--- src/rtl/pipe_ctrl.sv ---
`timescale 1ns/1ps
// pipe_ctrl: pipeline sequencer sitting between fetch, decode/regfile, ALU and writeback.
// Owns the fetch PC, the per-stage valid bits, a per-register RAW scoreboard, stall/flush
// generation and two saturating perf counters.
// Stage 0 = fetch, 1 = decode, 2..NSTAGES-1 = execute..writeback; issue is decode -> stage 2.
//
// Ports
//   iClk, iRst            clock, asynchronous active-low reset
//   iInstValid            fetch returns an instruction this cycle
//   iRs1Addr/iRs1Used     decode source 1 and whether it is read
//   iRs2Addr/iRs2Used     decode source 2 and whether it is read
//   iRdAddr/iRdWe         decode destination and write enable
//   iBrTaken/iBrTarget    stage-2 taken branch and its redirect PC
//   iWbValid/iWbRd        writeback retires a write to iWbRd
//   oPc                   fetch address
//   oStageValid           per-stage valid bits
//   oStallF/oStallD       hold fetch / hold decode on a RAW hazard
//   oFlush                kill stages 0 and 1
//   oIssue                decode instruction advances to stage 2
//   oStallCnt/oRetireCnt  saturating perf counters (stall cycles, retired instructions)
module pipe_ctrl #(
  parameter int unsigned  NSTAGES   = 4,
  parameter int unsigned  NREGS     = 32,
  parameter int unsigned  RAW       = 5,
  parameter int unsigned  PCW       = 32,
  parameter logic [PCW-1:0] RESET_PC = '0,
  parameter bit           BYPASS_WB = 1'b0,
  parameter int unsigned  CNTW      = 32
) (
  input  logic               iClk,
  input  logic               iRst,
  input  logic               iInstValid,
  input  logic [RAW-1:0]     iRs1Addr,
  input  logic               iRs1Used,
  input  logic [RAW-1:0]     iRs2Addr,
  input  logic               iRs2Used,
  input  logic [RAW-1:0]     iRdAddr,
  input  logic               iRdWe,
  input  logic               iBrTaken,
  input  logic [PCW-1:0]     iBrTarget,
  input  logic               iWbValid,
  input  logic [RAW-1:0]     iWbRd,
  output logic [PCW-1:0]     oPc,
  output logic [NSTAGES-1:0] oStageValid,
  output logic               oStallF,
  output logic               oStallD,
  output logic               oFlush,
  output logic               oIssue,
  output logic [CNTW-1:0]    oStallCnt,
  output logic [CNTW-1:0]    oRetireCnt
);

  // Each counter holds the number of in-flight writers (stages 2..NSTAGES-1) of one register.
  localparam int unsigned SBW = $clog2(NSTAGES + 1);

  if (NSTAGES < 3) begin : g_bad_depth
    $error("pipe_ctrl: NSTAGES must be at least 3");
  end
  if (RAW != $clog2(NREGS)) begin : g_bad_raw
    $error("pipe_ctrl: RAW must equal clog2(NREGS)");
  end

  logic [PCW-1:0]     pc_q, pc_d;
  logic [NSTAGES-1:0] valid_q, valid_d;
  logic [SBW-1:0]     sb_cnt_q [NREGS];
  logic [SBW-1:0]     sb_cnt_d [NREGS];
  logic [CNTW-1:0]    stall_cnt_q, stall_cnt_d;
  logic [CNTW-1:0]    retire_cnt_q, retire_cnt_d;

  logic flush;
  logic stall_d;
  logic issue;
  logic rs1_pend;
  logic rs2_pend;
  logic sb_inc_en;
  logic sb_dec_en;
  logic sb_ovf;
  logic sb_unf;

  // ---------------------------------------------------------------------------------------------
  // Hazard detection and pipeline control
  // ---------------------------------------------------------------------------------------------
  always_comb begin
    logic [SBW-1:0] cnt1;
    logic [SBW-1:0] cnt2;
    logic           wb_hit1;
    logic           wb_hit2;

    cnt1    = sb_cnt_q[iRs1Addr];
    cnt2    = sb_cnt_q[iRs2Addr];
    wb_hit1 = iWbValid && (iWbRd == iRs1Addr);
    wb_hit2 = iWbValid && (iWbRd == iRs2Addr);

    // With the writeback bypass, the last outstanding writer retiring this cycle supplies the
    // value directly, so the source is no longer considered pending.
    rs1_pend = iRs1Used && (iRs1Addr != '0) && (cnt1 != '0) &&
               !(BYPASS_WB && wb_hit1 && (cnt1 == SBW'(1)));
    rs2_pend = iRs2Used && (iRs2Addr != '0) && (cnt2 != '0) &&
               !(BYPASS_WB && wb_hit2 && (cnt2 == SBW'(1)));

    flush   = valid_q[2] && iBrTaken;
    // A flush kills the stalled decode instruction, so it overrides the stall.
    stall_d = valid_q[1] && (rs1_pend || rs2_pend) && !flush;
    issue   = valid_q[1] && !stall_d && !flush;
  end

  // ---------------------------------------------------------------------------------------------
  // Scoreboard next state
  // ---------------------------------------------------------------------------------------------
  always_comb begin
    logic inc;
    logic dec;

    sb_inc_en = issue && iRdWe && (iRdAddr != '0);
    sb_dec_en = iWbValid && (iWbRd != '0);
    sb_ovf    = 1'b0;
    sb_unf    = 1'b0;
    inc       = 1'b0;
    dec       = 1'b0;

    for (int unsigned r = 0; r < NREGS; r++) begin
      sb_cnt_d[r] = sb_cnt_q[r];
    end
    // x0 is never tracked.
    sb_cnt_d[0] = '0;

    for (int unsigned r = 1; r < NREGS; r++) begin
      inc = sb_inc_en && (iRdAddr == RAW'(r));
      dec = sb_dec_en && (iWbRd == RAW'(r));
      // Simultaneous set and clear of the same register cancel out.
      if (inc && !dec) begin
        if (sb_cnt_q[r] == '1) begin
          sb_ovf = 1'b1;
        end else begin
          sb_cnt_d[r] = sb_cnt_q[r] + SBW'(1);
        end
      end else if (dec && !inc) begin
        if (sb_cnt_q[r] == '0) begin
          sb_unf = 1'b1;
        end else begin
          sb_cnt_d[r] = sb_cnt_q[r] - SBW'(1);
        end
      end
    end
  end

  // ---------------------------------------------------------------------------------------------
  // PC, valid bits and perf counters next state
  // ---------------------------------------------------------------------------------------------
  always_comb begin
    pc_d    = pc_q;
    valid_d = valid_q;

    if (flush) begin
      pc_d = iBrTarget;
    end else if (!stall_d && iInstValid) begin
      pc_d = pc_q + PCW'(4);
    end

    if (flush) begin
      valid_d[0] = 1'b0;
      valid_d[1] = 1'b0;
    end else if (!stall_d) begin
      valid_d[1] = valid_q[0];
      valid_d[0] = iInstValid;
    end

    // A stalled decode sends a bubble into stage 2; later stages never stall.
    valid_d[2] = issue;
    for (int unsigned k = 3; k < NSTAGES; k++) begin
      valid_d[k] = valid_q[k-1];
    end

    stall_cnt_d  = stall_cnt_q;
    retire_cnt_d = retire_cnt_q;
    if (stall_d && (stall_cnt_q != '1)) begin
      stall_cnt_d = stall_cnt_q + CNTW'(1);
    end
    if (valid_q[NSTAGES-1] && (retire_cnt_q != '1)) begin
      retire_cnt_d = retire_cnt_q + CNTW'(1);
    end
  end

  // ---------------------------------------------------------------------------------------------
  // State
  // ---------------------------------------------------------------------------------------------
  always_ff @(posedge iClk or negedge iRst) begin
    if (!iRst) begin
      pc_q         <= RESET_PC;
      valid_q      <= '0;
      stall_cnt_q  <= '0;
      retire_cnt_q <= '0;
      for (int unsigned r = 0; r < NREGS; r++) begin
        sb_cnt_q[r] <= '0;
      end
    end else begin
      pc_q         <= pc_d;
      valid_q      <= valid_d;
      stall_cnt_q  <= stall_cnt_d;
      retire_cnt_q <= retire_cnt_d;
      for (int unsigned r = 0; r < NREGS; r++) begin
        sb_cnt_q[r] <= sb_cnt_d[r];
      end
    end
  end

  // Writeback of a register with no outstanding writer, or more writers than the counter holds,
  // means the surrounding pipeline is broken.
  a_sb_no_overflow:  assert property (@(posedge iClk) disable iff (!iRst) !sb_ovf);
  a_sb_no_underflow: assert property (@(posedge iClk) disable iff (!iRst) !sb_unf);

  assign oPc         = pc_q;
  assign oStageValid = valid_q;
  assign oStallD     = stall_d;
  assign oStallF     = stall_d;
  assign oFlush      = flush;
  assign oIssue      = issue;
  assign oStallCnt   = stall_cnt_q;
  assign oRetireCnt  = retire_cnt_q;

endmodule

--- config.mk ---
export PLATFORM = sky130hd
export DESIGN_NAME = pipe_ctrl
export DESIGN_NICKNAME = d
export VERILOG_FILES = /design/src/rtl/pipe_ctrl.sv
export SDC_FILE = /design/constraint.sdc
export NUM_CORES = 1
export LEC_CHECK = 0
export CAP_MARGIN = 0
export CORE_ASPECT_RATIO = 1.2
export CORE_MARGIN = 2
export CORE_UTILIZATION = 55
export DETAILED_ROUTE_END_ITERATION = 8
export PLACE_DENSITY = 0.82
export RECOVER_POWER = 100
export SYNTH_ARGS = -nofsm -noshare
export SYNTH_HDL_FRONTEND = slang
export SYNTH_SLANG_ARGS = --single-unit
--- constraint.sdc ---
create_clock -name iClk -period 6.7 [get_ports iClk]
set_input_delay 0.67 -clock iClk [delete_from_list [all_inputs] [get_ports iClk]]
set_output_delay 0.67 -clock iClk [all_outputs]
set_load 0.005 [all_outputs]
==> impl_metrics.env, run 1 <==
export IMPL_drcViolationCount=0
export IMPL_wl_per_cell_um=17.10
export IMPL_min_to="oPc[0]$_DFFE_PN0P_"
export IMPL_yosysWarningCount=0
export IMPL_die_x_um=146.9
export IMPL_timing_setup_tns_ns=0
export IMPL_numCtsBuffers=17
export IMPL_hold_slack_ns=0.4795
export IMPL_ios=164
export IMPL_synth_edf_count=0
export IMPL_drive_gt1_share_pct=3.211
export IMPL_grt_pass1_vias=11720
export IMPL_max_freq_mhz=168.6
export IMPL_place_ws_ns=0.8796
export IMPL_synth_area_um2=13470
export IMPL_fin_skew_ns=0.01626
export IMPL_hp_start="oPc[0]$_DFFE_PN0P_"
export IMPL_ys_seq_area_share_pct=35.85
export IMPL_num_rows=62
export IMPL_cts_resized=0
export IMPL_antenna_found_initial=1
export IMPL_setup_viol=0
export IMPL_max_slew_worst_pin_slew_ns=4.341
export IMPL_holdPathStages=2
export IMPL_synth_top_area_share_pct=35.85
export IMPL_power_mw=3.511
export IMPL_p_int_mw=2.303
export IMPL_drt_total_wl_um=34770
export IMPL_r2r_setup_slack_ns=1.72
export IMPL_vias_per_cell=6.288
export IMPL_grt_util_all_layers_pct=26.90
export IMPL_drtIter0Drc=874
export IMPL_relSlewSlack_pct=-189.4
export IMPL_overflow=0
export IMPL_synth_most_common_cell="dfrtp_1"
export IMPL_drv_cap=3
export IMPL_gp_congestion=0.9652
export IMPL_ant_nets=0
export IMPL_h_tree_depth=4
export IMPL_vias=12790
export IMPL_async_flop_share_pct=100.0
export IMPL_cp_start_kind="primary input"
export IMPL_p_comb_share_pct=24.4
export IMPL_clk_pin_slew_ns=0.08
export IMPL_initial_core_util_pct=56.20
export IMPL_p_leak_nw=6.887
export IMPL_yosysUniqueCellTypes=61
export IMPL_drt_pre_antenna_iters=6
export IMPL_synth_seq_cells=193
export IMPL_slew_violations=181
export IMPL_path_class="primary input to output pin"
export IMPL_grt_pass1_wl_um=57210
export IMPL_clk_latency_ns=0.45
export IMPL_postCtsSetupBuffers=0
export IMPL_synth_avg_cell_area_um2=8.451
export IMPL_status="finished, violations left"
export IMPL_crit_required_ns=6.03
export IMPL_die_h_um=175.4
export IMPL_clock_sinks=193
export IMPL_grt_max_degree=82
export IMPL_swShare_pct=34.41
export IMPL_period_minus_slack_ns=5.931
export IMPL_syn_num_nets=1719
export IMPL_hold_path_class="flop to flop"
export IMPL_p_seq_share_pct=43.9
export IMPL_die_area_um2=25760
export IMPL_p_switching_mw=1.208
export IMPL_syn_inst=1594
export IMPL_ys_flop_type="dfrtp_1"
export IMPL_port_buffers=163
export IMPL_r2r_start="sb_cnt_q[37]$_DFFE_PN0P_"
export IMPL_period_share_pct=88.53
export IMPL_setup_slack_ns=0.7687
export IMPL_synthTopCellsByCount="193 x dfrtp_1, 165 x o21ai_0, 138 x nand2_1, 133 x nor2_1, 119 x nand3_1"
export IMPL_synth_top_cell_by_area="dfrtp_1"
export IMPL_area_growth_pct=17.60
export IMPL_worst_r2r_endpoint="sb_cnt_q[44]$_DFFE_PN0P_"
export IMPL_critPathCaptureType="output pin"
export IMPL_peakVddDrop_mv=0.1839
export IMPL_cts_tree="yes"
export IMPL_finalHoldViolCount=0
export IMPL_power_density_nw_per_um2=221.7
export IMPL_ff2ff_path_depth=15
export IMPL_critPathArrivalTime_ns=5.26
export IMPL_final_nets=1825
export IMPL_violations="max-capacitance violations, max-slew violations"
export IMPL_postCtsHoldBufs=0
export IMPL_rsz0062_at_grt="false"
export IMPL_cts_buffer_depth=2
export IMPL_place_hpwl_um=25140
export IMPL_yosys_top_cells_area="dfrtp_1 36%, o21ai_0 6.1%, fa_1 4.6%"
export IMPL_placeableCoreArea_um2=23970
export IMPL_crit_fanout=17
export IMPL_power_share_clock_pct=31.7
export IMPL_cts_root_buf="clkbuf_16"
[worst max-delay path, stage by stage]
cell           delay, ns
dlygate4sd3_1       0.97
clkbuf_1            0.42
nand2b_1            0.21
a211o_1             0.28
nand4_1             0.09
o2111ai_1           0.19
o32ai_2             0.96
nor2b_1             0.22
clkbuf_1            0.57
dlygate4sd3_1       0.66
[area by class of cell]
class                      instances  area (um^2)
fill                            1992         8129
timing repair buffer             172         1673
clock inverter                    15        220.2
inverter                          57        214.0
clock buffer                      17        425.4
antenna                            1        2.502
multi-input combinational       1259         8077
tap                              320        400.4
sequential                       193         4830
[cells by family after synthesis]
kind of cell / after synthesis / synth area share (%)
compound gates: 363 / 16.78
flops: 193 / 35.85
fa+ha+maj: 65 / 7.765
xor+xnor: 101 / 6.567
simple gates: 720 / 27.57
buf+inv: 142 / 4.124
mux: 10 / 1.338
[registers in the layout, summed over array words and instances, names as in the netlist]
signal / cells
sb_cnt_q: 93
oStallCnt: 32
oPc: 32
oStageValid: 4
oRetireCnt: 32
[layout by cell type (no fill, tap or decap), types with 26 or more instances in the layout]
cell	instances
dfrtp_1	193
o21ai_0	166
nand2_1	138
nor2_1	133
nand3_1	119
dlygate4sd3_1	106
a21oi_1	72
xor2_1	65
nor3_1	61
inv_1	56
clkdlybuf4s50_1	56
and3_1	49
or3_1	43
xnor2_1	36
ha_1	34
nor3b_1	33
fa_1	31
nor4_1	29
nor2b_1	29
nand4_1	28
o41ai_1	26
[power groups by stage]
| stage | sequential [mW] | clock [mW] | combinational (mW) |
|---|---|---|---|
| 2_1_floorplan | 1.51 | 0 | 0.456 |
| 3_3_place_gp | 1.56 | 0 | 0.883 |
| 3_5_place_dp | 1.57 | 0 | 0.911 |
| 4_1_cts | 1.55 | 1.12 | 0.918 |
| 5_1_grt | 1.57 | 1.17 | 0.942 |
| 6_report | 1.54 | 1.11 | 0.856 |
[worst max-delay path by stage]
| stage | cells after the start | from | end | slack (ns) |
|---|---|---|---|---|
| finish | 10 | iRs2Addr[1] | oStallF | 0.77 |
| detailed placement | 16 | iRs2Addr[1] | sb_cnt_q[20]$_DFFE_PN0P_ | 0.88 |
| global route | 2 | iRst | sb_cnt_q[63]$_DFFE_PN0P_ | 0.58 |
| floorplan | 17 | iRs2Addr[0] | sb_cnt_q[50]$_DFFE_PN0P_ | 2.23 |
| global placement | 14 | iRs1Addr[1] | sb_cnt_q[23]$_DFFE_PN0P_ | 1.02 |
| CTS | 16 | iRs2Addr[1] | sb_cnt_q[44]$_DFFE_PN0P_ | 1.32 |
[per-layer routing]
layer	vias up	global-route usage, %	routed length [um]
met1	6168	35.78	14770
li1	6042	-	-
met5	-	0	0
met3	81	4.519	2306
met2	499	44.31	16620
met4	0	10.28	1071
[metrics by stage]
step	area (um^2)	cells	util [%]
after global routing	15840	2033	66.08
after detailed placement	15230	2001	63.55
after global placement	15230	2001	63.55
after CTS	15880	2033	66.24
after floorplan	13470	1594	-
final	15840	2034	66.09
Power figures use the tool's default switching activity.
==> run 2, diff against run 1 <==
--- a/config.mk
+++ b/config.mk
@@ -6,7 +6,7 @@
 export NUM_CORES = 1
 export LEC_CHECK = 0
 export CAP_MARGIN = 0
-export CORE_ASPECT_RATIO = 1.2
+export CORE_ASPECT_RATIO = 1.5
 export CORE_MARGIN = 2
 export CORE_UTILIZATION = 55
 export DETAILED_ROUTE_END_ITERATION = 8
==> impl_metrics.env, run 2 (synthesis results as in run 1) <==
export IMPL_status="finished, violations left"
export IMPL_violations="max-capacitance violations, max-slew violations"
export IMPL_n_fill_cell=2023
export IMPL_relSlewSlack_pct=-130.5
export IMPL_timing_setup_tns_ns=0
export IMPL_vias=12880
export IMPL_rsz0062_at_grt="false"
export IMPL_max_slew_worst_pin_slew_ns=3.457
export IMPL_die_x_um=131.8
export IMPL_initial_core_util_pct=55.52
export IMPL_overflow=0
export IMPL_ant_nets=0
export IMPL_multi_input_area_um2=8066
export IMPL_peakVddDrop_mv=0.2011
export IMPL_cts_tree="yes"
export IMPL_mostFrequentLayoutCell="dfrtp_1"
export IMPL_grt_pass1_wl_um=59210
export IMPL_swShare_pct=33.09
export IMPL_drtIter0Drc=1011
export IMPL_clk_pin_slew_ns=0.07
export IMPL_die_area_um2=25790
export IMPL_max_freq_mhz=173.4
export IMPL_ff2ff_path_depth=15
export IMPL_antenna_found_initial=0
export IMPL_grt_pass1_vias=12240
export IMPL_cts_resized=0
export IMPL_final_nets=1827
export IMPL_die_h_um=195.7
export IMPL_p_switching_mw=1.146
export IMPL_largest_reg_flops=93
export IMPL_setup_viol=0
export IMPL_drv_cap=4
export IMPL_postCtsSetupBuffers=0
export IMPL_area_growth_pct=17.24
export IMPL_hold_path_class="flop to flop"
export IMPL_holdPathStages=2
export IMPL_p_int_mw=2.318
export IMPL_h_tree_depth=4
export IMPL_wl_per_cell_um=17.44
export IMPL_seqCellArea_um2=4830
export IMPL_period_minus_slack_ns=5.768
export IMPL_grt_max_degree=67
export IMPL_critPathArrivalTime_ns=5.10
export IMPL_p_leak_nw=6.859
export IMPL_cts_root_buf="clkbuf_16"
export IMPL_ios=164
export IMPL_instances_no_fill=2039
export IMPL_cts_buffer_depth=2
export IMPL_gp_congestion=0.9105
export IMPL_final_cell_mix="193 x dfrtp_1, 165 x o21ai_0, 138 x nand2_1"
export IMPL_port_buffers=163
export IMPL_place_hpwl_um=26070
export IMPL_period_share_pct=86.09
export IMPL_crit_fanout=15
export IMPL_drt_pre_antenna_iters=6
export IMPL_num_rows=70
export IMPL_crit_required_ns=6.03
export IMPL_slew_violations=234
export IMPL_power_density_nw_per_um2=219.3
export IMPL_critPathCaptureType="output pin"
export IMPL_drive_gt1_share_pct=3.090
export IMPL_grt_util_all_layers_pct=27.87
export IMPL_numCtsBuffers=17
export IMPL_clock_sinks=193
export IMPL_drt_total_wl_um=35560
export IMPL_vias_per_cell=6.315
export IMPL_power_share_clock_pct=30.4
export IMPL_antenna_cells=0
export IMPL_cp_start_kind="primary input"
export IMPL_p_comb_share_pct=24.9
export IMPL_fin_skew_ns=0.01705
export IMPL_top_register="sb_cnt_q"
export IMPL_postCtsHoldBufs=0
export IMPL_finalHoldViolCount=0
export IMPL_drcViolationCount=0
export IMPL_placeableCoreArea_um2=24260
export IMPL_r2r_setup_slack_ns=1.78
export IMPL_p_seq_share_pct=44.7
export IMPL_path_class="primary input to output pin"
export IMPL_place_inst=2007
export IMPL_clk_latency_ns=0.45
==> run 2: path summary, 6_finish.rpt <==
| kind | to | startpoint |
|---|---|---|
| max | oStallF | iRs2Addr[0] |
| min | oPc[0]$_DFFE_PN0P_ | oPc[0]$_DFFE_PN0P_ |
| max reg2reg | sb_cnt_q[50]$_DFFE_PN0P_ | sb_cnt_q[46]$_DFFE_PN0P_ |
| min reg2reg | oPc[0]$_DFFE_PN0P_ | oPc[0]$_DFFE_PN0P_ |
| max in group asynchronous | sb_cnt_q[33]$_DFFE_PN0P_ | iRst |
| min in group asynchronous | oRetireCnt[27]$_DFFE_PN0P_ | iRst |
==> run 2: power by group through the flow <==
stage | sequential (mW) | clock [mW] | combinational (mW)
2_1_floorplan | 1.51 | 0 | 0.456
3_3_place_gp | 1.56 | 0 | 0.893
3_5_place_dp | 1.57 | 0 | 0.921
4_1_cts | 1.55 | 1.07 | 0.927
5_1_grt | 1.58 | 1.12 | 0.947
6_report | 1.55 | 1.05 | 0.862
==> run 2: final cells by class <==
| type | instances | share of cell area [%] |
|---|---|---|
| Clock buffer | 19 | 2.805 |
| Clock inverter | 13 | 0.9507 |
| Inverter | 57 | 1.355 |
| Multi-Input combinational cell | 1259 | 51.08 |
| Sequential cell | 193 | 30.58 |
| Tap cell | 324 | 2.567 |
| Timing Repair Buffer | 174 | 10.66 |
==> run 2: through the flow <==
stage / setup slack (ns) / power (mW) / area (um^2) / hold slack (ns) / utilization, %
2_1_floorplan: 2.231 / 1.969 / 13470 / 0.3744 / -
3_3_place_gp: 1.136 / 2.451 / 15250 / 0.4574 / 62.87
3_5_place_dp: 0.9518 / 2.486 / 15250 / 0.4735 / 62.87
4_1_cts: 1.396 / 3.547 / 15850 / 0.2055 / 65.31
5_1_grt: 0.7427 / 3.640 / 15790 / 0.4979 / 65.10
6_report: 0.9320 / 3.464 / 15790 / 0.4773 / 65.10
==> run 2: per-layer routing <==
| layer | wire [um] | track usage, % |
|---|---|---|
| met5 | 0 | 0 |
| met3 | 2029 | 4.832 |
| met4 | 1638 | 14.77 |
| met2 | 17920 | 48.44 |
| met1 | 13960 | 32.99 |
==> run 2: critical path, cell delays in order <==
cell and delay (ns):
dlygate4sd3_1 0.56, clkbuf_1 0.54, nor4_1 0.12, a2111oi_0 0.69, nor2_1 0.08, and4_1 0.19
o32ai_2 0.86, nor2b_1 0.26, clkbuf_1 0.46, dlygate4sd3_1 0.65
==> run 3, diff against run 2 <==
--- a/config.mk
+++ b/config.mk
@@ -5,9 +5,9 @@
 export SDC_FILE = /design/constraint.sdc
 export NUM_CORES = 1
 export LEC_CHECK = 0
+export ABC_AREA = 1
 export CAP_MARGIN = 0
 export CORE_ASPECT_RATIO = 1.5
-export CORE_MARGIN = 2
 export CORE_UTILIZATION = 55
 export DETAILED_ROUTE_END_ITERATION = 8
 export PLACE_DENSITY = 0.82
==> impl_metrics.env, run 3 <==
export IMPL_power_density_nw_per_um2=296.7
export IMPL_grt_util_met1_pct=35.50
export IMPL_relSlewSlack_pct=-166.3
export IMPL_cpMaxStageDelayCell="clkbuf_1"
export IMPL_synth_top_area_share_pct=36.43
export IMPL_critPathBufInv=5
export IMPL_path_cells="dlygate4sd3_1 > nand2_1 > clkinv_1 > clkbuf_1 > nor2_1 > nand3_1 > inv_1 > nand2_1 > nor3_1 > ha_1 > inv_1 > nor2_1 > a311oi_1 > mux2_2"
export IMPL_grt_pass1_wl_um=58840
export IMPL_vias_per_cell=5.462
export IMPL_initial_core_util_pct=56.05
export IMPL_ys_seq_area_share_pct=36.43
export IMPL_clk_latency_ns=0.45
export IMPL_drt_pre_antenna_iters=5
export IMPL_cts_resized=0
export IMPL_power_mw=4.627
export IMPL_grt_busiest_layer="met2"
export IMPL_numCtsBuffers=17
export IMPL_r2r_setup_slack_ns=1.78
export IMPL_status="finished, violations left"
export IMPL_synth_edf_count=0
export IMPL_die_x_um=128.8
export IMPL_mostFrequentLayoutCell="nand2_1"
export IMPL_ios=164
export IMPL_final_nets=2029
export IMPL_rsz0062_at_grt="false"
export IMPL_place_inst=2204
export IMPL_cts_root_buf="clkbuf_16"
export IMPL_syn_num_nets=1881
export IMPL_timing_setup_tns_ns=0
export IMPL_grt_pass1_vias=11980
export IMPL_crit_required_ns=7.04
export IMPL_hold_path_class="flop to flop"
export IMPL_syn_inst=1756
export IMPL_finalHoldViolCount=0
export IMPL_period_minus_slack_ns=5.253
export IMPL_drv_cap=5
export IMPL_slew_violations=314
export IMPL_drive_gt1_share_pct=5.060
export IMPL_top_register="sb_cnt_q"
export IMPL_ys_flop_type="dfrtp_1"
export IMPL_synth_seq_cells=193
export IMPL_synth_most_common_cell="nand2_1"
export IMPL_antenna_found_initial=0
export IMPL_grt_util_met2_pct=52.89
export IMPL_violations="max-capacitance violations, max-slew violations"
export IMPL_peakVddDrop_mv=0.2107
export IMPL_cp_top_family="buffers and inverters"
export IMPL_synth_avg_cell_area_um2=7.550
export IMPL_async_flop_share_pct=100.0
export IMPL_critPathArrivalTime_ns=5.59
export IMPL_wl_per_cell_um=16.12
export IMPL_die_area_um2=24740
export IMPL_die_h_um=192.2
export IMPL_largest_reg_flops=93
export IMPL_max_freq_mhz=190.4
export IMPL_path_class="primary input to flop"
export IMPL_h_tree_depth=4
export IMPL_postCtsHoldBufs=0
export IMPL_clk_pin_slew_ns=0.08
export IMPL_port_buffers=163
export IMPL_drt_total_wl_um=36040
export IMPL_period_share_pct=78.41
export IMPL_clock_sinks=193
export IMPL_grt_max_degree=73
export IMPL_max_slew_worst_pin_slew_ns=3.994
export IMPL_cts_buffer_depth=2
export IMPL_num_rows=69
export IMPL_overflow=0
export IMPL_postCtsSetupBuffers=0
export IMPL_drcViolationCount=0
export IMPL_place_hpwl_um=27370
export IMPL_synthTopCellsByCount="471 x nand2_1, 203 x inv_1, 193 x dfrtp_1, 181 x nor2_1, 122 x xor2_1"
export IMPL_grtUsageMet3_pct=4.763
export IMPL_cp_start_kind="primary input"
export IMPL_instances_no_fill=2236
export IMPL_area_growth_pct=17.63
export IMPL_gp_congestion=0.9759
export IMPL_placeableCoreArea_um2=23660
export IMPL_yosys_top_cells_area="dfrtp_1 36%, nand2_1 13%, xor2_1 8.1%"
export IMPL_p_leak_nw=7.129
export IMPL_critPathCaptureType="flop"
export IMPL_drtIter0Drc=871
export IMPL_grt_util_all_layers_pct=30.51
export IMPL_cp_slowest_stage_delay_ns=1.42
export IMPL_vias=12210
export IMPL_antenna_cells=0
export IMPL_yosysUniqueCellTypes=44
export IMPL_synth_top_cell_by_area="dfrtp_1"
export IMPL_final_cell_mix="476 x nand2_1, 204 x inv_1, 193 x dfrtp_1"
export IMPL_ant_nets=0
export IMPL_yosysWarningCount=0
export IMPL_synth_area_um2=13260
export IMPL_setup_viol=0
export IMPL_fin_skew_ns=0.008497
export IMPL_crit_fanout=51
export IMPL_cts_tree="yes"
-- run 3: cell types whose count changed in the layout (fill, tap and decap cells not counted), sizes merged, moves of 17 or more --
cell   change
nand2    +340
inv      +153
o21ai     -98
nor2      +62
xor2      +57
and3      -49
or3       -43
nor3b     -31
nor2b     -29
or2       +28
a221o     -23
nor4      -17
-- run 3: layout make-up --
cell class / count / area (um^2)
clock inverters: 15 / 176.4
fillers: 2102 / 8060
clock buffers: 17 / 425.4
inverters: 209 / 784.5
multi-input cells: 1315 / 7326
flip-flops and latches: 193 / 4830
repair buffers: 168 / 1654
well taps: 319 / 399.1
-- run 3: cells by family (layout without fill, tap and decap cells) --
family | count (synthesis) | after routing | share of synthesized area [%]
AND/OR/NAND/NOR | 934 | 934 | 30.93
buffers and inverters | 248 | 409 | 7.635
flip-flops | 193 | 193 | 36.43
AO/OA/AOI/OAI | 160 | 160 | 6.701
XOR/XNOR | 150 | 150 | 9.909
adder cells (fa/ha/maj) | 65 | 65 | 7.890
multiplexers | 6 | 6 | 0.5096
-- run 3: worst paths after layout --
path                                              to  cells past startpoint                startpoint
min in group asynchronous  oRetireCnt[5]$_DFFE_PN0P_                      1                      iRst
max in group asynchronous   sb_cnt_q[56]$_DFFE_PN0P_                      2                      iRst
hold reg to reg             oStageValid[3]$_DFF_PN0_                      0  oStageValid[2]$_DFF_PN0_
setup reg to reg            sb_cnt_q[19]$_DFFE_PN0P_                     13  oStageValid[2]$_DFF_PN0_
hold / removal              oStageValid[3]$_DFF_PN0_                      0  oStageValid[2]$_DFF_PN0_
setup / recovery            sb_cnt_q[19]$_DFFE_PN0P_                     14                  iBrTaken
-- run 3: where the power goes --
part / switching, mW / internal [mW] / total [mW]
registers: 0.439 / 1.50 / 1.94
logic: 0.932 / 0.684 / 1.62
clock network: 0.505 / 0.563 / 1.07
-- run 3: routing by layer --
layer  up-vias  wire length [um]
li1       5907                 -
met1      5765             14370
met2       404             17880
met3       136              1716
met4         0              2075
met5         -                 0
-- run 3: worst register-to-register path, stage by stage (launching register included) --
cell and delay (ns):
dfrtp_1 0.39, nand2_1 0.09, clkinv_1 0.05, clkbuf_1 1.42
nor2_1 0.45, nand3_1 0.29, inv_1 0.13, nand2_1 0.56
nor3_1 0.18, ha_1 0.24, inv_1 0.13, nor2_1 0.06
a311oi_1 0.41, mux2_2 0.40
-- run 3: through the flow --
step | setup slack, ns | util, % | instance area (um^2) | hold WS (ns)
3_5_place_dp | 1.471 | 63.84 | 15100 | 0.4313
4_1_cts | 1.945 | 66.39 | 15700 | 0.2407
3_3_place_gp | 1.656 | 63.84 | 15100 | 0.4306
2_1_floorplan | 3.369 | - | 13260 | 0.3744
5_1_grt | 1.029 | 65.93 | 15600 | 0.4504
6_report | 1.447 | 65.93 | 15600 | 0.4365
